$ cat src/rtl/stack_ram_responder.sv
// -----------------------------------------------------------------------------
// stack_ram_responder
//
// Memory-side responder for the stack-calculator controller. Owns a
// 2**ADDR_W x DATA_W data RAM and a downward-growing stack pointer, and serves
// one command at a time over a valid/ready request channel. Every accepted
// request produces exactly one single-cycle response strobe.
//
// Handshake: a request transfers on a rising edge where req_valid and
// req_ready are both high. req_ready is high only while idle and out of reset.
// There is no response backpressure: rsp_valid is a one-cycle strobe and
// rsp_data/rsp_err hold their value until the next strobe.
//
// Timing: accept at edge k, execute (RAM access, sp update, response
// registered) at edge k+1, rsp_valid high between k+1 and k+2, idle at k+2.
//
// Ports:
//   clk, rst_n            clock, synchronous active-low reset
//   req_valid/req_ready   request handshake
//   req_cmd               0 NOP,1 PUSH,2 POP,3 PEEK,4 READ,5 WRITE,6 CLEAR,7 PEEK2
//   req_addr, req_wdata   address (READ/WRITE) and data (PUSH/WRITE)
//   rsp_valid             one-cycle response strobe
//   rsp_data, rsp_err     response payload, held between strobes
//   sp, depth             stack pointer (next free slot), entry count
//   stack_empty/full      status flags derived from sp (registered)
// -----------------------------------------------------------------------------
module stack_ram_responder #(
   parameter int                ADDR_W  = 7,
   parameter int                DATA_W  = 8,
   parameter logic [ADDR_W-1:0] SP_INIT = 7'h7F
) (
   input  logic              clk,
   input  logic              rst_n,
   input  logic              req_valid,
   output logic              req_ready,
   input  logic [2:0]        req_cmd,
   input  logic [ADDR_W-1:0] req_addr,
   input  logic [DATA_W-1:0] req_wdata,
   output logic              rsp_valid,
   output logic [DATA_W-1:0] rsp_data,
   output logic              rsp_err,
   output logic [ADDR_W-1:0] sp,
   output logic [ADDR_W-1:0] depth,
   output logic              stack_empty,
   output logic              stack_full
);

   localparam int DEPTH = 2 ** ADDR_W;

   localparam logic [2:0] CMD_NOP   = 3'd0;
   localparam logic [2:0] CMD_PUSH  = 3'd1;
   localparam logic [2:0] CMD_POP   = 3'd2;
   localparam logic [2:0] CMD_PEEK  = 3'd3;
   localparam logic [2:0] CMD_READ  = 3'd4;
   localparam logic [2:0] CMD_WRITE = 3'd5;
   localparam logic [2:0] CMD_CLEAR = 3'd6;
   localparam logic [2:0] CMD_PEEK2 = 3'd7;

   typedef enum logic [1:0] {
      ST_IDLE = 2'd0,
      ST_EXEC = 2'd1,
      ST_RESP = 2'd2
   } state_t;

   state_t state;

   logic [DATA_W-1:0] mem [DEPTH];

   // Command latched at the handshake edge
   logic [2:0]        cmd_q;
   logic [ADDR_W-1:0] addr_q;
   logic [DATA_W-1:0] wdata_q;

   // Execute-stage decode, only meaningful while state == ST_EXEC
   logic [ADDR_W-1:0] rd_addr;
   logic [DATA_W-1:0] rd_data;
   logic              wr_en;
   logic [ADDR_W-1:0] wr_addr;
   logic [ADDR_W-1:0] sp_nxt;
   logic [DATA_W-1:0] data_nxt;
   logic              err_nxt;

   // Combinational so that a request is refused in the same cycle rst_n drops.
   assign req_ready = (state == ST_IDLE) && rst_n;

   assign rd_data = mem[rd_addr];

   // Pointer math wraps modulo 2**ADDR_W; the error checks keep sp in range.
   always_comb begin
      rd_addr  = addr_q;
      wr_en    = 1'b0;
      wr_addr  = addr_q;
      sp_nxt   = sp;
      data_nxt = '0;
      err_nxt  = 1'b0;
      unique case (cmd_q)
         CMD_NOP: begin
         end
         CMD_PUSH: begin
            if (stack_full) begin
               err_nxt = 1'b1;
            end else begin
               wr_en    = 1'b1;
               wr_addr  = sp;
               sp_nxt   = sp - 1'b1;
               data_nxt = wdata_q;
            end
         end
         CMD_POP: begin
            rd_addr = sp + 1'b1;
            if (stack_empty) begin
               err_nxt = 1'b1;
            end else begin
               sp_nxt   = sp + 1'b1;
               data_nxt = rd_data;
            end
         end
         CMD_PEEK: begin
            rd_addr = sp + 1'b1;
            if (stack_empty) err_nxt  = 1'b1;
            else             data_nxt = rd_data;
         end
         CMD_READ: begin
            data_nxt = rd_data;
         end
         CMD_WRITE: begin
            wr_en    = 1'b1;
            data_nxt = wdata_q;
         end
         CMD_CLEAR: begin
            sp_nxt = SP_INIT;
         end
         CMD_PEEK2: begin
            rd_addr = sp + 2'd2;
            if (depth < 2) err_nxt  = 1'b1;
            else           data_nxt = rd_data;
         end
         default: begin
         end
      endcase
   end

   // RAM has no reset; writes are suppressed while rst_n is low.
   always_ff @(posedge clk) begin
      if (rst_n && (state == ST_EXEC) && wr_en) begin
         mem[wr_addr] <= wdata_q;
      end
   end

   always_ff @(posedge clk) begin
      if (!rst_n) begin
         state       <= ST_IDLE;
         cmd_q       <= CMD_NOP;
         addr_q      <= '0;
         wdata_q     <= '0;
         rsp_valid   <= 1'b0;
         rsp_data    <= '0;
         rsp_err     <= 1'b0;
         sp          <= SP_INIT;
         depth       <= '0;
         stack_empty <= 1'b1;
         stack_full  <= (SP_INIT == '0);
      end else begin
         unique case (state)
            ST_IDLE: begin
               rsp_valid <= 1'b0;
               if (req_valid) begin
                  cmd_q   <= req_cmd;
                  addr_q  <= req_addr;
                  wdata_q <= req_wdata;
                  state   <= ST_EXEC;
               end
            end
            ST_EXEC: begin
               rsp_valid   <= 1'b1;
               rsp_data    <= data_nxt;
               rsp_err     <= err_nxt;
               sp          <= sp_nxt;
               depth       <= SP_INIT - sp_nxt;
               stack_empty <= (sp_nxt == SP_INIT);
               stack_full  <= (sp_nxt == '0);
               state       <= ST_RESP;
            end
            ST_RESP: begin
               rsp_valid <= 1'b0;
               state     <= ST_IDLE;
            end
            default: begin
               rsp_valid <= 1'b0;
               state     <= ST_IDLE;
            end
         endcase
      end
   end

endmodule

$ cat config.mk
export PLATFORM = sky130hd
export DESIGN_NAME = stack_ram_responder
export DESIGN_NICKNAME = d
export VERILOG_FILES = /design/src/rtl/stack_ram_responder.sv
export SDC_FILE = /design/constraint.sdc
export NUM_CORES = 1
export LEC_CHECK = 0
export CORE_MARGIN = 1.5
export CORE_UTILIZATION = 30
export DETAILED_ROUTE_END_ITERATION = 7
export RECOVER_POWER = 100
export REMOVE_ABC_BUFFERS = 1
export SKIP_CTS_REPAIR_TIMING = 1
export SLEW_MARGIN = 20
export SYNTH_ARGS = -nofsm -noshare
export SYNTH_HDL_FRONTEND = slang
export SYNTH_SLANG_ARGS = --single-unit
$ cat constraint.sdc
create_clock -name clk -period 4.23 [get_ports clk]
set_input_delay 0.846 -clock clk [delete_from_list [all_inputs] [get_ports clk]]
set_output_delay 0.846 -clock clk [all_outputs]
set_load 0.01 [all_outputs]
# [Word level (Yosys, flattened, before mapping)]
# Memory sizes are Yosys's and may differ from the RTL's.
# Cells that the tools add are included.
[classes] addsub=4 multipliers=0 div_mod_pow=0 n_lt_le_gt_ge=1 n_eq_ne=10 n_shift=0 muxes=21 n_bitwise=0 reduce_logical=7
[op_table] op="$pmux W8 S5" n=1
[op_table] op="$mux W7" n=4
[op_table] op="$mux W8" n=3
[op_table] op="$pmux W7 S3" n=1
[op_table] op="$pmux W7 S2" n=1
[op_table] op="$eq A3 B3 Y1 const B" n=4
[op_table] op="$add A7 B1 Y7 const B" n=1
[op_table] op="$add A7 B2 Y7 const B" n=1
[op_table] op="$eq A7 B7 Y1 const B" n=1
[op_table] op="$logic_not A7 Y1" n=1
[op_table] op="$lt A7 B2 Y1 const B" n=1
[op_table] op="$mux W1" n=7
[op_table] op="$sub A7 B1 Y7 const B" n=1
[op_table] op="$sub A7 B7 Y7 const A" n=1
[op_table] op="$eq A3 B2 Y1 const B" n=2
[op_table] op="$pmux W2 S2" n=1
[op_table] op="$eq A3 B1 Y1 const B" n=1
[op_table] op="$logic_and A1 B1 Y1" n=3
[op_table] op="$pmux W1 S3" n=1
[op_table] op="$eq A2 B1 Y1 const B" n=1
[op_table] op="$logic_not A2 Y1" n=1
[op_table] op="$mux W2" n=1
[op_table] op="$ne A2 B2 Y1 const B" n=1
[op_table] op="$pmux W1 S2" n=1
[op_table] op="other kinds (2)" n=2
[word_totals] regBits=46 latch_bits=0 ramBits=1024 romBits=0 inputBits=21 output_inout_bits=27 n_memories=1
[memory_table] name="mem" depth=128 width=8 rd=1 rd_ports_with_merged_regs=0 write_ports=1 line_no="67" text="logic [DATA_W-1:0] mem [DEPTH];"

# [Depth between registers and ports, before layout]
# An unclocked memory read counts as a cell.
[depth] ltp_word=6 depth_mapped=15 depth_no_buf=11

# [Worst setup path before layout]
# Ideal clock, no wire load.
[synth_timing] path_kind="input-to-reg" start="input port rst_n" end="memory mem[32][0] (enable)" setup_ns=0.370 t_arrival_ns=2.591 t_required_ns=3.860 slack_ns=1.269 cell_stages=6 n_path_buf=2 path_cell_list="nand2_1 -> a211oi_1 -> clkbuf_1 -> nand2_1 -> clkbuf_1 -> nor2_1"
[synth_between] elab_chain_len=4
[synth_rtl] item="from (decl)" line_no="33" text="input logic rst_n,"
[synth_rtl] item="$logic_and A1 B1 Y1 (2 in a row)" line_no="145" text="if (rst_n && (state == ST_EXEC) && wr_en) begin"
[synth_rtl] item="$mux W1" line_no="145"
[synth_rtl] item="$mux W1 (implied by the code)" line_no="146" text="mem[wr_addr] <= wdata_q;"
[synth_rtl] item="to (decl)" line_no="67"
# No other way between the ends.

# [Worst setup path in the final report]
[layout_timing] start="register cmd_q[0]" end="memory mem[35][2] (enable)"
[layout_between] elab_chain_len=5
[layout_rtl] item="from (decl)" line_no="70" text="logic [2:0] cmd_q;"
[layout_rtl] item="from (signal assigned)" line_no="168" text="cmd_q <= req_cmd;"
[layout_rtl] item="$eq A3 B3 Y1 / $eq A3 B1 Y1 (equally long branches)" line_no="96" text="unique case (cmd_q)"
[layout_rtl] item="$pmux W1 S2" line_no="96"
[layout_rtl] item="$logic_and A1 B1 Y1" line_no="145"
[layout_rtl] item="$mux W1" line_no="145"
[layout_rtl] item="$mux W1 (implied by the code)" line_no="146"
# Parallel ways exist; a longest one is shown, timed or not.

==> impl_metrics.toml <==
[status]
outcome = "finished, violations left"
violations = "capacitance limit, slew limit"

[detailed_routing]
num_vias = 29300
drt-pass1-iter-count = 8
drc = 0
wl_per_cell_um = 24.0
totalWireLength_um = 133000
vias_per_cell = 5.29
ant_nets = 0
drt_iter0_drc = 3788

[clock_tree]
numCtsBuffers = 109
cts_buffer_depth = 3
cts_htree_levels = 3
cts.sinks = 1070
clock_latency_ns = 0.70
cts_root_buf = "clkbuf_16"
path_clk_slew_ns = 0.06
cts_tree = "built"

[floorplanning]
die_h_um = 384
start_util_pct = 30.3
row_count = 139
die_area_mm2 = 0.148
num_io_pins = 48
core_mm2 = 0.144
fp.dieW_um = 384

[grt]
use_met3_pct = 3.56
gr-total-overflow = 0
top_usage_layer = "met2"
use_met2_pct = 27.1
use_met1_pct = 25.0
grt_pass1_wl_um = 194000
grt_max_degree = 93
groute.usage.overall_pct = 17.6
grt_pass1_vias = 27900
antenna_found_initial = 6

[yosys]
syn_area_mm2 = 0.0437
ys_ff_latch = 1070
ys.flop_type = "edfxtp_1"
synth-async-reset-ratio_pct = 0
yosys_warnings = 0
synth-edff-count = 1024
netlist_instances = 3320
synth.avg_cell_area_um2 = 13.1
synth_cell_types = 71
seq_area_frac_synth_pct = 72.6

[place]
globalplace.congestion = 0.904
dp_hpwl_um = 84000
dp_cells = 5329
placed_cell_area_mm2 = 0.0481
io_buffers = 47

[sta]
period_share_pct = 95.1
setup_tns_ns = 0
fin_crit_ns = 4.02
max_clock_freq_ghz = 0.249
hold_slack_ns = 0.504
rsz0062_at_grt = "no"
clock_skew_ns = 0.0349
max_slew_margin_pct = -148
slew_viol_final = 589
tightest_slew_ns = 3.71
hold_violations = 0
setup-violations-final = 0

[finish]
diodes = 0
fin_nets = 3563
fill_cells = 13900
register_area_mm2 = 0.0317
drive_gt1_share_pct = 10.4
layout_common_cells = "edfxtp_1, nand2_1, nand3_1"
mostFrequentLayoutCell = "edfxtp_1"
multi_input_area_mm2 = 0.0110
synthToLayoutAreaGrowth_pct = 16.8
final_cells = 5534
finalInstanceArea_mm2 = 0.0510

[critical_path]
crit_family = "simple AND/OR/NAND/NOR gates"
slowest_stage = "dfxtp_1"
endpoint_kind = "flop"
start_kind = "flop"
path_cells = "nor2b_1 > nand2_1 > o21ai_0 > nand3_1 > buf_4 > nor2_1 > clkbuf_1"
setup.worst_path.class = "flop to flop"
cp_max_fo = 19
crit_required_ns = 4.56
crit_buf_inv = 2
cp.arrival_ns = 4.35
critPathMaxStageDelay_ns = 0.71

[power]
max-vdd-ir-drop_v = 0.000312
finalPower_mw = 23.7
power.leakage_nw = 16.7
powerDensity_mw_per_mm2 = 464

[hold_path]
min_path_type = "flop to flop"

[job]
maxCapViolCount = 9
stage by stage:
step	worst slack, ns	util, %
2_1_floorplan	-10.51	-
3_3_place_gp	0.137	33.4
3_5_place_dp	0.293	33.4
4_1_cts	0.302	35.8
5_1_grt	0.0649	35.4
6_report	0.207	35.4
per-layer routing:
layer  vias up  routed length, um
met1     14700              55800
met5         -                 23
met4         4               3830
met3       211              13200
li1      12900                  -
met2      1460              59900
worst register-to-register path, stage by stage (launching register included):
cell	delay (ns)
dfxtp_1	0.71
nor2b_1	0.49
nand2_1	0.46
o21ai_0	0.68
nand3_1	0.35
buf_4	0.36
nor2_1	0.16
clkbuf_1	0.45
registers in the layout, indices dropped and copies added (netlist names):
register     count
rsp_err          1
rsp_valid        1
cmd_q            3
rsp_data         8
depth            7
sp               7
stack_full       1
stack_empty      1
wdata_q          8
mem           1024
addr_q           7
state            2
path summary, 6_finish.rpt:
| kind | slack [ns] | endpoint | cells past startpoint | from |
|---|---|---|---|---|
| hold / removal | 0.50 | depth[0] | 2 | depth[0] |
| hold reg to reg | 0.50 | depth[0] | 2 | depth[0] |
| setup / recovery | 0.21 | mem[35][2] | 7 | cmd_q[0] |
| setup reg to reg | 0.21 | mem[35][2] | 7 | cmd_q[0] |
area by class of cell:
type	count	share of cell area, %
Inverter	14	0.103
Clock buffer	139	5.65
Sequential cell	1070	62.1
Timing Repair Buffer	332	4.85
Multi-Input combinational cell	2010	21.5
Clock inverter	66	1.09
Tap cell	1903	4.67
synth_stat cells (all sizes together), types with 38 or more instances:
| cell type | count | area share, % |
|---|---|---|
| a31oi | 98 | 1.4 |
| buf | 119 | 1.5 |
| a32oi | 44 | 0.88 |
| edfxtp | 1024 | 70 |
| clkbuf | 107 | 0.92 |
| nand2 | 761 | 6.5 |
| and3 | 96 | 1.4 |
| o21ai | 57 | 0.65 |
| dfxtp | 46 | 2.1 |
| a211oi | 81 | 1.4 |
| mux2i | 108 | 2.5 |
| nor2 | 197 | 1.7 |
| a21oi | 38 | 0.44 |
| nand3 | 247 | 2.8 |
cells by family after synthesis:
kind of cell / synth area share, %
xor gates and xnor gates: 0.0602
DFF: 72.6
buffers and inverters: 2.57
adders and majority gates: 0.143
AOI/OAI and AO/OA: 8.27
muxes: 2.68
and+or+nand+nor: 13.7
power by group:
group / internal [mW] / switching, mW / leakage [nW]
clock network: 5.35 / 3.99 / 1.67
registers: 11.7 / 0.152 / 9.19
logic: 0.789 / 1.74 / 5.87
total: 17.8 / 5.88 / 16.7
(Power assumes the default switching activity.)
